===== src/rtl/dispatch_pkg.sv =====
// Shared types and default frame geometry for the pixel-work dispatcher.
package dispatch_pkg;

    typedef enum logic [1:0] {
        IDLE  = 2'd0,
        RUN   = 2'd1,
        DRAIN = 2'd2,
        DONE  = 2'd3
    } state_t;

    localparam int DEF_COORD_W = 10;
    localparam int DEF_X_MAX   = 639;
    localparam int DEF_Y_MAX   = 479;

endpackage


===== src/rtl/xy_scan.sv =====
// Raster-scan coordinate counter: x runs 0..X_MAX, then wraps and bumps y.
module xy_scan
    import dispatch_pkg::*;
#(
    parameter int COORD_W = DEF_COORD_W,
    parameter int X_MAX   = DEF_X_MAX,
    parameter int Y_MAX   = DEF_Y_MAX
) (
    input  logic               clk,
    input  logic               n_rst,
    input  logic               clr,
    input  logic               inc,
    output logic [COORD_W-1:0] x,
    output logic [COORD_W-1:0] y,
    output logic               last
);

    localparam logic [COORD_W-1:0] XM = COORD_W'(X_MAX);
    localparam logic [COORD_W-1:0] YM = COORD_W'(Y_MAX);

    logic [COORD_W-1:0] r_x;
    logic [COORD_W-1:0] r_y;

    // Scan position; y never wraps because the dispatcher stops on the last pixel.
    always_ff @(posedge clk or negedge n_rst) begin
        if (!n_rst) begin
            r_x <= '0;
            r_y <= '0;
        end else if (clr) begin
            r_x <= '0;
            r_y <= '0;
        end else if (inc) begin
            if (r_x == XM) begin
                r_x <= '0;
                r_y <= r_y + 1'b1;
            end else begin
                r_x <= r_x + 1'b1;
            end
        end
    end

    assign x    = r_x;
    assign y    = r_y;
    assign last = (r_x == XM) && (r_y == YM);

endmodule


===== src/rtl/work_dispatch_rr.sv =====
// Round-robin pixel dispatcher: hands one raster coordinate per clock to a
// free Julia worker, tracks in-flight work and drains before frame_done.
module work_dispatch_rr
    import dispatch_pkg::*;
#(
    parameter int NUM_WORKERS = 16,
    parameter int COORD_W     = DEF_COORD_W,
    parameter int X_MAX       = DEF_X_MAX,
    parameter int Y_MAX       = DEF_Y_MAX
) (
    input  logic                           clk,
    input  logic                           n_rst,
    input  logic                           start,
    input  logic                           abort,
    input  logic [NUM_WORKERS-1:0]         worker_ready,
    output logic [NUM_WORKERS-1:0]         worker_start,
    output logic [NUM_WORKERS*COORD_W-1:0] x_reg,
    output logic [NUM_WORKERS*COORD_W-1:0] y_reg,
    output logic                           incr,
    output logic                           busy,
    output logic                           frame_done
);

    localparam int PTR_W = $clog2(NUM_WORKERS);

    state_t                         r_state, w_nxt;
    logic [NUM_WORKERS-1:0]         r_pend, r_ws;
    logic [PTR_W-1:0]               r_ptr, w_gidx;
    logic [NUM_WORKERS*COORD_W-1:0] r_x, r_y;
    logic                           r_incr, r_busy, r_done;
    logic [NUM_WORKERS-1:0]         w_elig, w_gnt, w_fire;
    logic                           w_clr, w_inc, w_last;
    logic [COORD_W-1:0]             w_sx, w_sy;

    // First set request strictly after ptr, wrapping; the doubled vector
    // turns the wrap into a plain linear search over ptr+1..ptr+N.
    function automatic logic [NUM_WORKERS-1:0] rr_grant(
        input logic [NUM_WORKERS-1:0] req,
        input logic [PTR_W-1:0]       ptr
    );
        logic [2*NUM_WORKERS-1:0] dbl;
        logic [2*NUM_WORKERS-1:0] g2;
        logic                     found;
        dbl   = {req, req};
        g2    = '0;
        found = 1'b0;
        for (int j = 0; j < 2*NUM_WORKERS; j++) begin
            if (!found && (j > int'(ptr)) && (j <= int'(ptr) + NUM_WORKERS) && dbl[j]) begin
                g2[j] = 1'b1;
                found = 1'b1;
            end
        end
        return g2[NUM_WORKERS-1:0] | g2[2*NUM_WORKERS-1:NUM_WORKERS];
    endfunction

    xy_scan #(
        .COORD_W (COORD_W),
        .X_MAX   (X_MAX),
        .Y_MAX   (Y_MAX)
    ) u_scan (
        .clk   (clk),
        .n_rst (n_rst),
        .clr   (w_clr),
        .inc   (w_inc),
        .x     (w_sx),
        .y     (w_sy),
        .last  (w_last)
    );

    assign w_elig = worker_ready & ~r_pend;
    assign w_gnt  = rr_grant(w_elig, r_ptr);

    // Encode the one-hot grant into the next pointer value.
    always_comb begin
        w_gidx = '0;
        for (int i = 0; i < NUM_WORKERS; i++) begin
            if (w_gnt[i]) w_gidx = PTR_W'(i);
        end
    end

    // Next state and per-cycle actions; abort overrides everything last.
    always_comb begin
        w_nxt  = r_state;
        w_fire = '0;
        w_clr  = 1'b0;
        w_inc  = 1'b0;
        case (r_state)
            IDLE: begin
                if (start) begin
                    w_clr = 1'b1;
                    w_nxt = RUN;
                end
            end
            RUN: begin
                if (|w_gnt) begin
                    w_fire = w_gnt;
                    if (w_last) w_nxt = DRAIN;
                    else        w_inc = 1'b1;
                end
            end
            DRAIN: begin
                if ((r_pend == '0) && (&worker_ready)) w_nxt = DONE;
            end
            DONE: w_nxt = IDLE;
            default: w_nxt = IDLE;
        endcase
        if (abort) begin
            w_nxt  = IDLE;
            w_fire = '0;
            w_clr  = 1'b0;
            w_inc  = 1'b0;
        end
    end

    // State, pending mask, RR pointer and registered control outputs.
    always_ff @(posedge clk or negedge n_rst) begin
        if (!n_rst) begin
            r_state <= IDLE;
            r_pend  <= '0;
            r_ptr   <= PTR_W'(NUM_WORKERS-1);
            r_ws    <= '0;
            r_incr  <= 1'b0;
            r_busy  <= 1'b0;
            r_done  <= 1'b0;
        end else begin
            r_state <= w_nxt;
            r_ws    <= w_fire;
            r_incr  <= |w_fire;
            r_busy  <= (w_nxt != IDLE);
            r_done  <= (w_nxt == DONE);
            // A dropped ready retires the outstanding pixel; a grant marks it.
            if (abort || w_clr) r_pend <= '0;
            else                r_pend <= (r_pend & worker_ready) | w_fire;
            if (|w_fire) r_ptr <= w_gidx;
        end
    end

    // Per-worker coordinate latches, loaded on that worker's grant.
    always_ff @(posedge clk or negedge n_rst) begin
        if (!n_rst) begin
            r_x <= '0;
            r_y <= '0;
        end else if (w_clr) begin
            r_x <= '0;
            r_y <= '0;
        end else begin
            for (int i = 0; i < NUM_WORKERS; i++) begin
                if (w_fire[i]) begin
                    r_x[i*COORD_W +: COORD_W] <= w_sx;
                    r_y[i*COORD_W +: COORD_W] <= w_sy;
                end
            end
        end
    end

    assign worker_start = r_ws;
    assign x_reg        = r_x;
    assign y_reg        = r_y;
    assign incr         = r_incr;
    assign busy         = r_busy;
    assign frame_done   = r_done;

endmodule


===== config.mk =====
export PLATFORM = sky130hd
export DESIGN_NAME = work_dispatch_rr
export DESIGN_NICKNAME = d
export VERILOG_FILES = /design/src/rtl/dispatch_pkg.sv /design/src/rtl/xy_scan.sv /design/src/rtl/work_dispatch_rr.sv
export SDC_FILE = /design/constraint.sdc
export NUM_CORES = 1
export LEC_CHECK = 0
export CORE_MARGIN = 1.5
export CORE_UTILIZATION = 51
export CTS_BUF_LIST = sky130_fd_sc_hd__clkbuf_16
export DETAILED_ROUTE_END_ITERATION = 8
export GPL_ROUTABILITY_DRIVEN = 1
export PLACE_DENSITY_LB_ADDON = 0.15
export SETUP_SLACK_MARGIN = 0.4
export SLEW_MARGIN = 15
export SYNTH_ARGS = -nofsm -noshare
export SYNTH_HDL_FRONTEND = slang
export SYNTH_SLANG_ARGS = --single-unit
export TNS_END_PERCENT = 30

===== constraint.sdc =====
create_clock -name clk -period 3.5 [get_ports clk]
set_input_delay 0.525 -clock clk [delete_from_list [all_inputs] [get_ports clk]]
set_output_delay 0.525 -clock clk [all_outputs]
set_load 0.02 [all_outputs]

-- Word-level counts from Yosys, hierarchy flattened
Index checks and enable logic that the tools add are counted.
- output and inout port bits: 339
- register bits: 381
- bitwise logic cells: 5
- $lt $le $gt $ge: 46
- mux-type cells: 132
- reductions and logical operators: 134
- equal/unequal tests: 6
- $add $sub $neg: 3
- operators with widths (operator ; count):
    $le A6 B32 Y1 const A ; 15
    $mux W10 ; 38
    $mux W160 ; 2
    $le A5 B32 Y1 const A ; 8
    $le A4 B32 Y1 const A ; 4
    $logic_and A1 B1 Y1 ; 78
    $mux W1 ; 68
    $le A3 B32 Y1 const A ; 2
    $mux W16 ; 4
    $mux W4 ; 14
    $reduce_bool A2 Y1 ; 19
    $and A16 B16 Y16 ; 2
    $gt A4 B4 Y1 const A ; 8
    $le A2 B32 Y1 const A ; 1
    $or A16 B16 Y16 ; 2
    $reduce_or A16 Y1 ; 2
    $logic_not A1 Y1 ; 30
    $add A10 B1 Y10 const B ; 2
    $gt A3 B4 Y1 const A ; 4
    $logic_not A16 Y1 ; 1
    $not A16 Y16 ; 1
    $reduce_and A16 Y1 ; 1
    $eq A10 B10 Y1 const B ; 1
    $eq A10 B9 Y1 const B ; 1
    other kinds (11) ; 18

-- Depth between registers and ports, before layout
Gate-level depths: netlist of the first run.
- depth after elaboration: 155
- gate-level depth with buffers: 13
- mapped depth without buffers: 11

-- Hierarchy
Synthesis of the first run repeated with hierarchy kept, for this count alone.
- cell total of the unflattened synthesis: 1547
- area total of the unflattened synthesis: 16548.4 µm²
- modules (own cells, without submodules) (module ; cells an instance ; times used ; sequential area each (µm²) ; area an instance (µm²)):
    work_dispatch_rr ; 1438 ; 1 ; 9038.7 ; 15494.9
    xy_scan ; 109 ; 1 ; 500.5 ; 1053.5

-- Worst setup path before layout of the first run
Ideal clock, no wire load.
- path kind: register to register
- from: register r_ptr[1]
- to: register u_scan.r_x[3], in the netlist u_scan.x[3]
- library setup time: 122 ps
- cell stages (with the launch flop): 13
- period minus slack after synthesis: 3194 ps
- path buffers: 2
- data arrival time: 3072 ps
- slack: 306 ps
- cell sequence: dfstp_2 > buf_2 > buf_2 > nor2_1 > a221oi_1 > a311o_1 > nor2_1 > a22o_1 > or2_2 > nor4_4 > and2_1 > nor3_4 > a32o_1
- word-level cells in the longest chain between the ends: 145
- elaborated cells on any way between the ends: 219
- classes of those cells: 1 x add/sub; 46 x order compare; 63 x mux; 1 x bitwise; 108 x reduce/logical
- ends and longest elaborated chain (what ; RTL line ; source):
    start: declaration ; work_dispatch_rr.sv:28 ; logic [PTR_W-1:0] r_ptr, w_gidx;
    start signal: assignment ; work_dispatch_rr.sv:120 ; r_ptr <= PTR_W'(NUM_WORKERS-1);
    start signal: assignment ; work_dispatch_rr.sv:134 ; if (|w_fire) r_ptr <= w_gidx;
    $add A4 B5 Y6 ; work_dispatch_rr.sv:48 ; if (!found && (j > int'(ptr)) && (j <= int'(ptr) + NUM_WORKERS) && dbl[j]) begin
    $le A2 B32 Y1 ; work_dispatch_rr.sv:48 ;
    $logic_and A1 B1 Y1 (2 in a row) ; work_dispatch_rr.sv:48 ;
    $mux W1 ; work_dispatch_rr.sv:48 ;
    $logic_not A1 Y1 ; work_dispatch_rr.sv:48 ;
    $logic_and A1 B1 Y1 (3 in a row) ; work_dispatch_rr.sv:48 ;
    $mux W1 ; work_dispatch_rr.sv:48 ;
    $logic_not A1 Y1 ; work_dispatch_rr.sv:48 ;
    [... 125 more ...] ; n/a ;
    $logic_and A1 B1 Y1 (2 in a row) ; work_dispatch_rr.sv:48 ;
    $mux W1 ; work_dispatch_rr.sv:48 ;
    $or A16 B16 Y16 * ; work_dispatch_rr.sv:53 ; return g2[NUM_WORKERS-1:0] | g2[2*NUM_WORKERS-1:NUM_WORKERS];
    $reduce_or A16 Y1 * ; work_dispatch_rr.sv:95 ; if (|w_gnt) begin
    $mux W1 * ; work_dispatch_rr.sv:95 ;
    $mux W1 * ; work_dispatch_rr.sv:87 ; case (r_state)
    $mux W1 * ; work_dispatch_rr.sv:107 ; if (abort) begin
    $reduce_bool A2 Y1 (no source line) * ; n/a ;
    end signal: assignment ; xy_scan.sv:37 ; r_x <= r_x + 1'b1;
    end: declaration ; xy_scan.sv:21 ; logic [COORD_W-1:0] r_x;
Mark *: on every way between the ends. The rest lies on a longest branch, timed or not.
A chain may end at the register's enable or synchronous reset.

-- Worst setup path after layout of the first run
- from: register r_ptr[1]
- to: register u_scan.r_x[0], in the netlist u_scan.x[0]
The elaborated chain is that of the path after synthesis.

==> impl_metrics.yaml, run 1 <==
placement:
  place.gp.congestion: 0.942
  detailedPlace.worstSlack_ns: -0.233
  placement_cell_area_um2: 21500
  place_hpwl_um: 36800
  placement.io_buffers: 358
  place_inst: 2397
grt:
  overflow: 0
  grt.met2_usage_pct: 51.8
  global_route.usage.met3_pct: 8.96
  antenna_violations_before_repair: 0
  grt_use_total_pct: 33.9
  number_of_global_route_vias_before_repair: 14000
  use_met1_pct: 45.6
  gr-max-usage-layer: "met2"
  grt_start_max_net_pins: 90
  first_pass_grt_wire_length_um: 85200
layout:
  mostFrequentLayoutCells: "377 x dfrtp_1, 357 x clkdlybuf4s50_1, 275 x nor2_1"
  finalCoreUtilization_pct: 75.2
  final_cells: 2503
  final_nets: 2094
  post_route_cells_drive_above_1_share_pct: 17.1
  antenna_cells_inserted: 0
  filler_cell_count: 2176
  layout.area.seq_um2: 9540
  multi_input_area_um2: 6910
  post-route-cell-area_um2: 23800
  layout_commonest_cell: "dfrtp_1"
  area.growth.synth_to_final_pct: 44.5
sta:
  finalClockSkew_ns: 0.0212
  max_freq_ghz: 0.286
  report.final.hold_viol_count: 0
  post-route-min-period_ns: 3.49
  setup_viol_count_final: 0
  fin_crit_sh_pct: 99.8
  max_slew.worst_pin.slew_ns: 0.957
  timing.slew.headroom_pct: 35.6
  layout_setup_ws_ns: 0.00706
  final_max_slew_viol_count: 0
  timing.setup.tns_ns: 0
  final_hold_slack_ns: 0.0179
  grt_setup_unrepaired: "yes"
synth:
  syn-instance-count: 1622
  post_synth_main_area_contributors: "dfrtp_1 57%, mux2i_1 13%, nor2_1 6.6%"
  number_of_distinct_library_cells_after_synthesis: 68
  synthFlopType: "dfrtp_1"
  netlist_area_um2: 16500
  yosys_register_bits: 381
  synth.net_count: 1644
  synth-seq-area-share_pct: 57.9
  synth.avg_cell_area_um2: 10.2
  yosys.area.top_type_share_pct: 57.3
  synth_edf_count: 0
  most_area_hungry_cell_type_in_the_yosys_netlist: "dfrtp_1"
  async_flop_share_pct: 100
  synth-warning-count: 0
floorplanning:
  die_area_um2: 33400
  placement_rows: 65
  floorplan.initialDensity_pct: 52.1
  area_inside_the_core_boundary_um2: 31600
  boundary_pin_count: 359
  die_height_um: 183
  fp.dieW_um: 183
detailed_routing:
  detail_route.wl_per_cell_um: 23.1
  drt-pass1-iter-count: 6
  post-route-drc-count: 0
  drt-initial-drc-count: 1247
  routed_wl_um: 57800
  antenna_violating_nets_post_route: 0
  avgViaCountPerCell: 5.67
  num_vias: 14200
clock_tree:
  cts_root_buf: "clkbuf_16"
  cts_tree: "yes"
  cts_made_buffers: 40
  number_of_clock_sinks: 381
  cts_max_level: 2
  insertion_delay_ns: 0.54
  cts_hold_repair.buffers: 0
  worst_setup_hold_path_clk_slew_ns: 0.06
  clockBufferDepth: 3
critical_path:
  cp_num_buf_inv: 4
  data_arrival_time_of_the_critical_path_ns: 3.95
  path_class: "reg -> reg"
  crit_fanout: 7
  cp-startpoint: "r_ptr[1]"
  worst-path-stages: 14
  timing.rr.start: "r_ptr[1]"
  ff2ff_path_depth: 14
  startpoint_type: "register"
  worstSetupEndpointType: "register"
  critical_path.top_delay_family: "simple AND/OR/NAND/NOR gates"
  crit_path_top_delay_cell: "dfstp_2"
  worst-endpoint-required_ns: 3.96
  cp_slowest_stage_delay_ns: 0.67
  timing.critical_path.cells: "nand4_1 -> a22o_1 -> or4_4 -> buf_6 -> nor4_4 -> a22o_1 -> or2_4 -> nor4_4 -> buf_6 -> a21oi_4 -> buf_4 -> buf_4 -> nand2_1 -> o22ai_1"
pwr:
  pwr_density_cell_nw_per_um2: 489
  vdd_drop_max_uv: 407
  overall_power_after_layout_mw: 11.6
  static-leakage-power_nw: 11.2
status:
  status: "complete, no violations"
min_path:
  worstHoldPathType: "in -> async"
job:
  max-cap-violations: 0
-- area by class of cell --
cell class              instances  share of cell area [%]
repair buffers                538                    23.2
well taps                     402                    2.11
flip-flops and latches        381                    40.1
clock inverters                30                    1.01
clock buffers                  41                    4.31
multi-input cells            1097                    29.0
inverters                      14                   0.273
-- metal layers --
metal / up-vias / wire, µm
li1: 6310 / -
met1: 7178 / 23600
met2: 567 / 26900
met3: 132 / 4780
met4: 0 / 2490
met5: - / 0
-- Yosys cell counts (all sizes together) (9+ instances only) --
master,n
clkbuf,100
dfrtp,377
o21ai,14
nor2,290
nand3,19
nor4,15
nand4,9
nand2b,24
nor2b,14
inv,14
mux2i,216
a21oi,145
nand2,250
nor3,15
buf,30
-- where the power goes --
part	total [mW]	switching, mW	internal [mW]
combinational	2.89	1.65	1.23
sequential	4.60	0.0928	4.50
clock	4.15	1.79	2.35
-- cells by family after synthesis --
| kind of cell | after synthesis | synth area share [%] |
|---|---|---|
| AO/OA/AOI/OAI | 203 | 7.16 |
| XOR/XNOR | 5 | 0.266 |
| adder cells (fa/ha/maj) | 2 | 0.152 |
| buffers and inverters | 144 | 3.55 |
| flip-flops | 381 | 57.9 |
| multiplexers | 216 | 13.1 |
| AND/OR/NAND/NOR | 671 | 17.8 |
-- worst register-to-register path, stage by stage (launching register included) --
cell and delay (ns):
dfstp_2 0.67, nand4_1 0.22, a22o_1 0.29, or4_4 0.47, buf_6 0.16, nor4_4 0.27
a22o_1 0.27, or2_4 0.17, nor4_4 0.04, buf_6 0.14, a21oi_4 0.23, buf_4 0.16
buf_4 0.10, nand2_1 0.05, o22ai_1 0.16
-- final timing paths --
check / endpoint / slack (ns)
setup / recovery: u_scan.x[0] / 0.007
hold / removal: worker_start[11] / 0.02
setup reg to reg: u_scan.x[0] / 0.007
hold reg to reg: x_reg[86] / 0.52
max in group asynchronous: r_ptr[0] / 2.55
min in group clk: x_reg[86] / 0.52
-- what timing repair did --
action | in CTS | in global routing
pin swaps | 20 | 79
resized for setup | 30 | 120
endpoints found under the hold margin | 0 | 0
gates cloned | 2 | 3
buffers inserted | 18 | 12
setup endpoints to repair | 238 | 215
No activity file was read; power rests on OpenSTA's default activity.
==> run 2: changes to the inputs <==
--- a/config.mk
+++ b/config.mk
@@ -6,12 +6,14 @@
 export NUM_CORES = 1
 export LEC_CHECK = 0
 export CORE_MARGIN = 1.5
-export CORE_UTILIZATION = 51
+export CORE_UTILIZATION = 63
 export CTS_BUF_LIST = sky130_fd_sc_hd__clkbuf_16
 export DETAILED_ROUTE_END_ITERATION = 8
+export DONT_BUFFER_PORTS = 1
 export GPL_ROUTABILITY_DRIVEN = 1
 export PLACE_DENSITY_LB_ADDON = 0.15
 export SETUP_SLACK_MARGIN = 0.4
+export SKIP_LAST_GASP = 1
 export SLEW_MARGIN = 15
 export SYNTH_ARGS = -nofsm -noshare
 export SYNTH_HDL_FRONTEND = slang
==> run 2 against run 1 <==
Effect of this change: clock-buffer cell count down 3; final cell count down 19%; register-to-register slack better by 0.08 ns; the flow now finishes with violations (hold timing); flip-flop and latch count unchanged; hold slack worse by 0.34 ns; highest routed layer unchanged; routed wire length down 4.5%; core utilization up 2.7 points; combinational power down 12%; sequential power up 1%; total power down 2.9%; global-route usage up 5.4 points; non-clock buffer count down 399; critical endpoint unchanged.
==> impl_metrics.yaml, run 2 (same netlist as run 1, synthesis figures left out) <==
critical_path:
  data_arrival_time_of_the_critical_path_ns: 3.88
  worst-endpoint-required_ns: 3.97
  startpoint_type: "register"
  worstSetupEndpointType: "register"
  path_class: "reg -> reg"
  crit_fanout: 10
floorplanning:
  fp.dieW_um: 165
  floorplan.initialDensity_pct: 64.9
  boundary_pin_count: 359
  die_height_um: 165
  die_area_um2: 27100
  area_inside_the_core_boundary_um2: 25400
  placement_rows: 58
sta:
  grt_setup_unrepaired: "yes"
  setup_viol_count_final: 0
  finalClockSkew_ns: 0.0183
  layout_setup_ws_ns: 0.0911
  final_hold_slack_ns: -0.318
  timing.slew.headroom_pct: 5.71
  fin_crit_sh_pct: 97.4
  final_max_slew_viol_count: 0
  max_freq_ghz: 0.293
  report.final.hold_viol_count: 364
  post-route-min-period_ns: 3.41
  timing.setup.tns_ns: 0
  max_slew.worst_pin.slew_ns: 1.41
layout:
  antenna_cells_inserted: 0
  area.growth.synth_to_final_pct: 20.2
  finalCoreUtilization_pct: 77.9
  post_route_cells_drive_above_1_share_pct: 18.4
  final_nets: 1693
  mostFrequentLayoutCells: "377 x dfrtp_1, 274 x nor2_1, 241 x nand2_1"
  filler_cell_count: 1596
  layout_commonest_cell: "dfrtp_1"
detailed_routing:
  routed_wl_um: 55200
  avgViaCountPerCell: 6.43
  detail_route.wl_per_cell_um: 27.2
  antenna_violating_nets_post_route: 0
  drt-pass1-iter-count: 6
  num_vias: 13000
  drt-initial-drc-count: 1428
  post-route-drc-count: 0
grt:
  antenna_violations_before_repair: 0
  grt_start_max_net_pins: 382
  first_pass_grt_wire_length_um: 78300
  overflow: 0
  grt_use_total_pct: 39.3
  number_of_global_route_vias_before_repair: 12800
clock_tree:
  number_of_clock_sinks: 381
  clockBufferDepth: 3
  worst_setup_hold_path_clk_slew_ns: 0.07
  cts_root_buf: "clkbuf_16"
  cts_made_buffers: 38
  insertion_delay_ns: 0.55
  cts_tree: "yes"
  cts_max_level: 2
placement:
  place.gp.congestion: 0.937
  placement.io_buffers: 0
  detailedPlace.worstSlack_ns: 0.0442
  place_hpwl_um: 32500
min_path:
  worstHoldPathType: "in -> async"
status:
  status: "finished, violations left"
  violations: "hold timing"
pwr:
  static-leakage-power_nw: 9.69
  pwr_density_cell_nw_per_um2: 570
  vdd_drop_max_uv: 508
job:
  max-cap-violations: 0
## run 2: cell types whose count changed in the layout (fill, tap and decap cells not counted), sizes merged
cell           previous run  this run
clkdlybuf4s50           357         0
buf                     177       135
clkinv                   19        22
inv                      22        19
clkbuf                   44        42
bufbuf                    1         0
bufinv                    3         4
## run 2: final timing paths
kind | cells after the start | end | slack [ns] | start
worst max-delay path | 16 | u_scan.x[0] | 0.09 | r_ptr[3]
worst min-delay path | 0 | x_reg[128] | -0.32 | n_rst
worst max register to register | 16 | u_scan.x[0] | 0.09 | r_ptr[3]
worst min register to register | 2 | r_pend[7] | 0.53 | r_pend[7]
max in group asynchronous | 0 | worker_start[14] | 2.68 | n_rst
min in group clk | 1 | r_state[1] | 0.05 | abort
## run 2: repair_timing
| item | in CTS | in global routing |
|---|---|---|
| buffers inserted | 32 | 13 |
| gates resized for setup | 58 | 96 |
| setup endpoints to repair | 181 | 279 |
| pin swaps | 19 | 38 |
| cloned | 6 | 5 |
| endpoints found under the hold margin | 381 | 377 |
## run 2: routing by layer
layer,vias up,wire (µm),GRT usage (%)
li1,5495,-,-
met1,6599,20900,50.2
met5,-,0,0
met3,167,6130,12.6
met4,0,2370,15.8
met2,787,25800,62.3
## run 2: cell type report
type                       instances  area [µm²]  share of cell area (%)
clock inverter                    31         289                    1.46
tap                              330         413                    2.09
multi-input combinational       1097        6950                    35.1
timing repair buffer             139        1580                    7.98
inverter                          14        65.1                   0.329
clock buffer                      38         951                    4.80
sequential                       381        9550                    48.2
## run 2: where the power goes
group	switching, mW	internal (mW)	total, mW
registers	0.144	4.51	4.66
clock network	1.78	2.31	4.09
logic	1.49	1.06	2.55
## run 2: worst max-delay path, stage by stage, from the launching register on
cell and delay (ns):
dfstp_4 0.67, buf_12 0.16, nor4_4 0.06, buf_4 0.14, a22oi_2 0.27, and3_4 0.28, nand4_1 0.21, buf_4 0.21
o22ai_1 0.18, nand2b_1 0.23, nor4_4 0.07, buf_6 0.15, a21oi_4 0.23, buf_12 0.15, buf_6 0.09, nand2_2 0.04
o22ai_1 0.16
## run 2: stage by stage
step / cell area (µm²) / total power, mW / std cells
2_1_floorplan: 16500 / 5.84 / 1622
5_1_grt: 19800 / 11.6 / 2030
3_3_place_gp: 17200 / 6.55 / 1905
3_5_place_dp: 17200 / 6.54 / 1905
4_1_cts: 19100 / 11.0 / 2012
6_report: 19800 / 11.3 / 2030
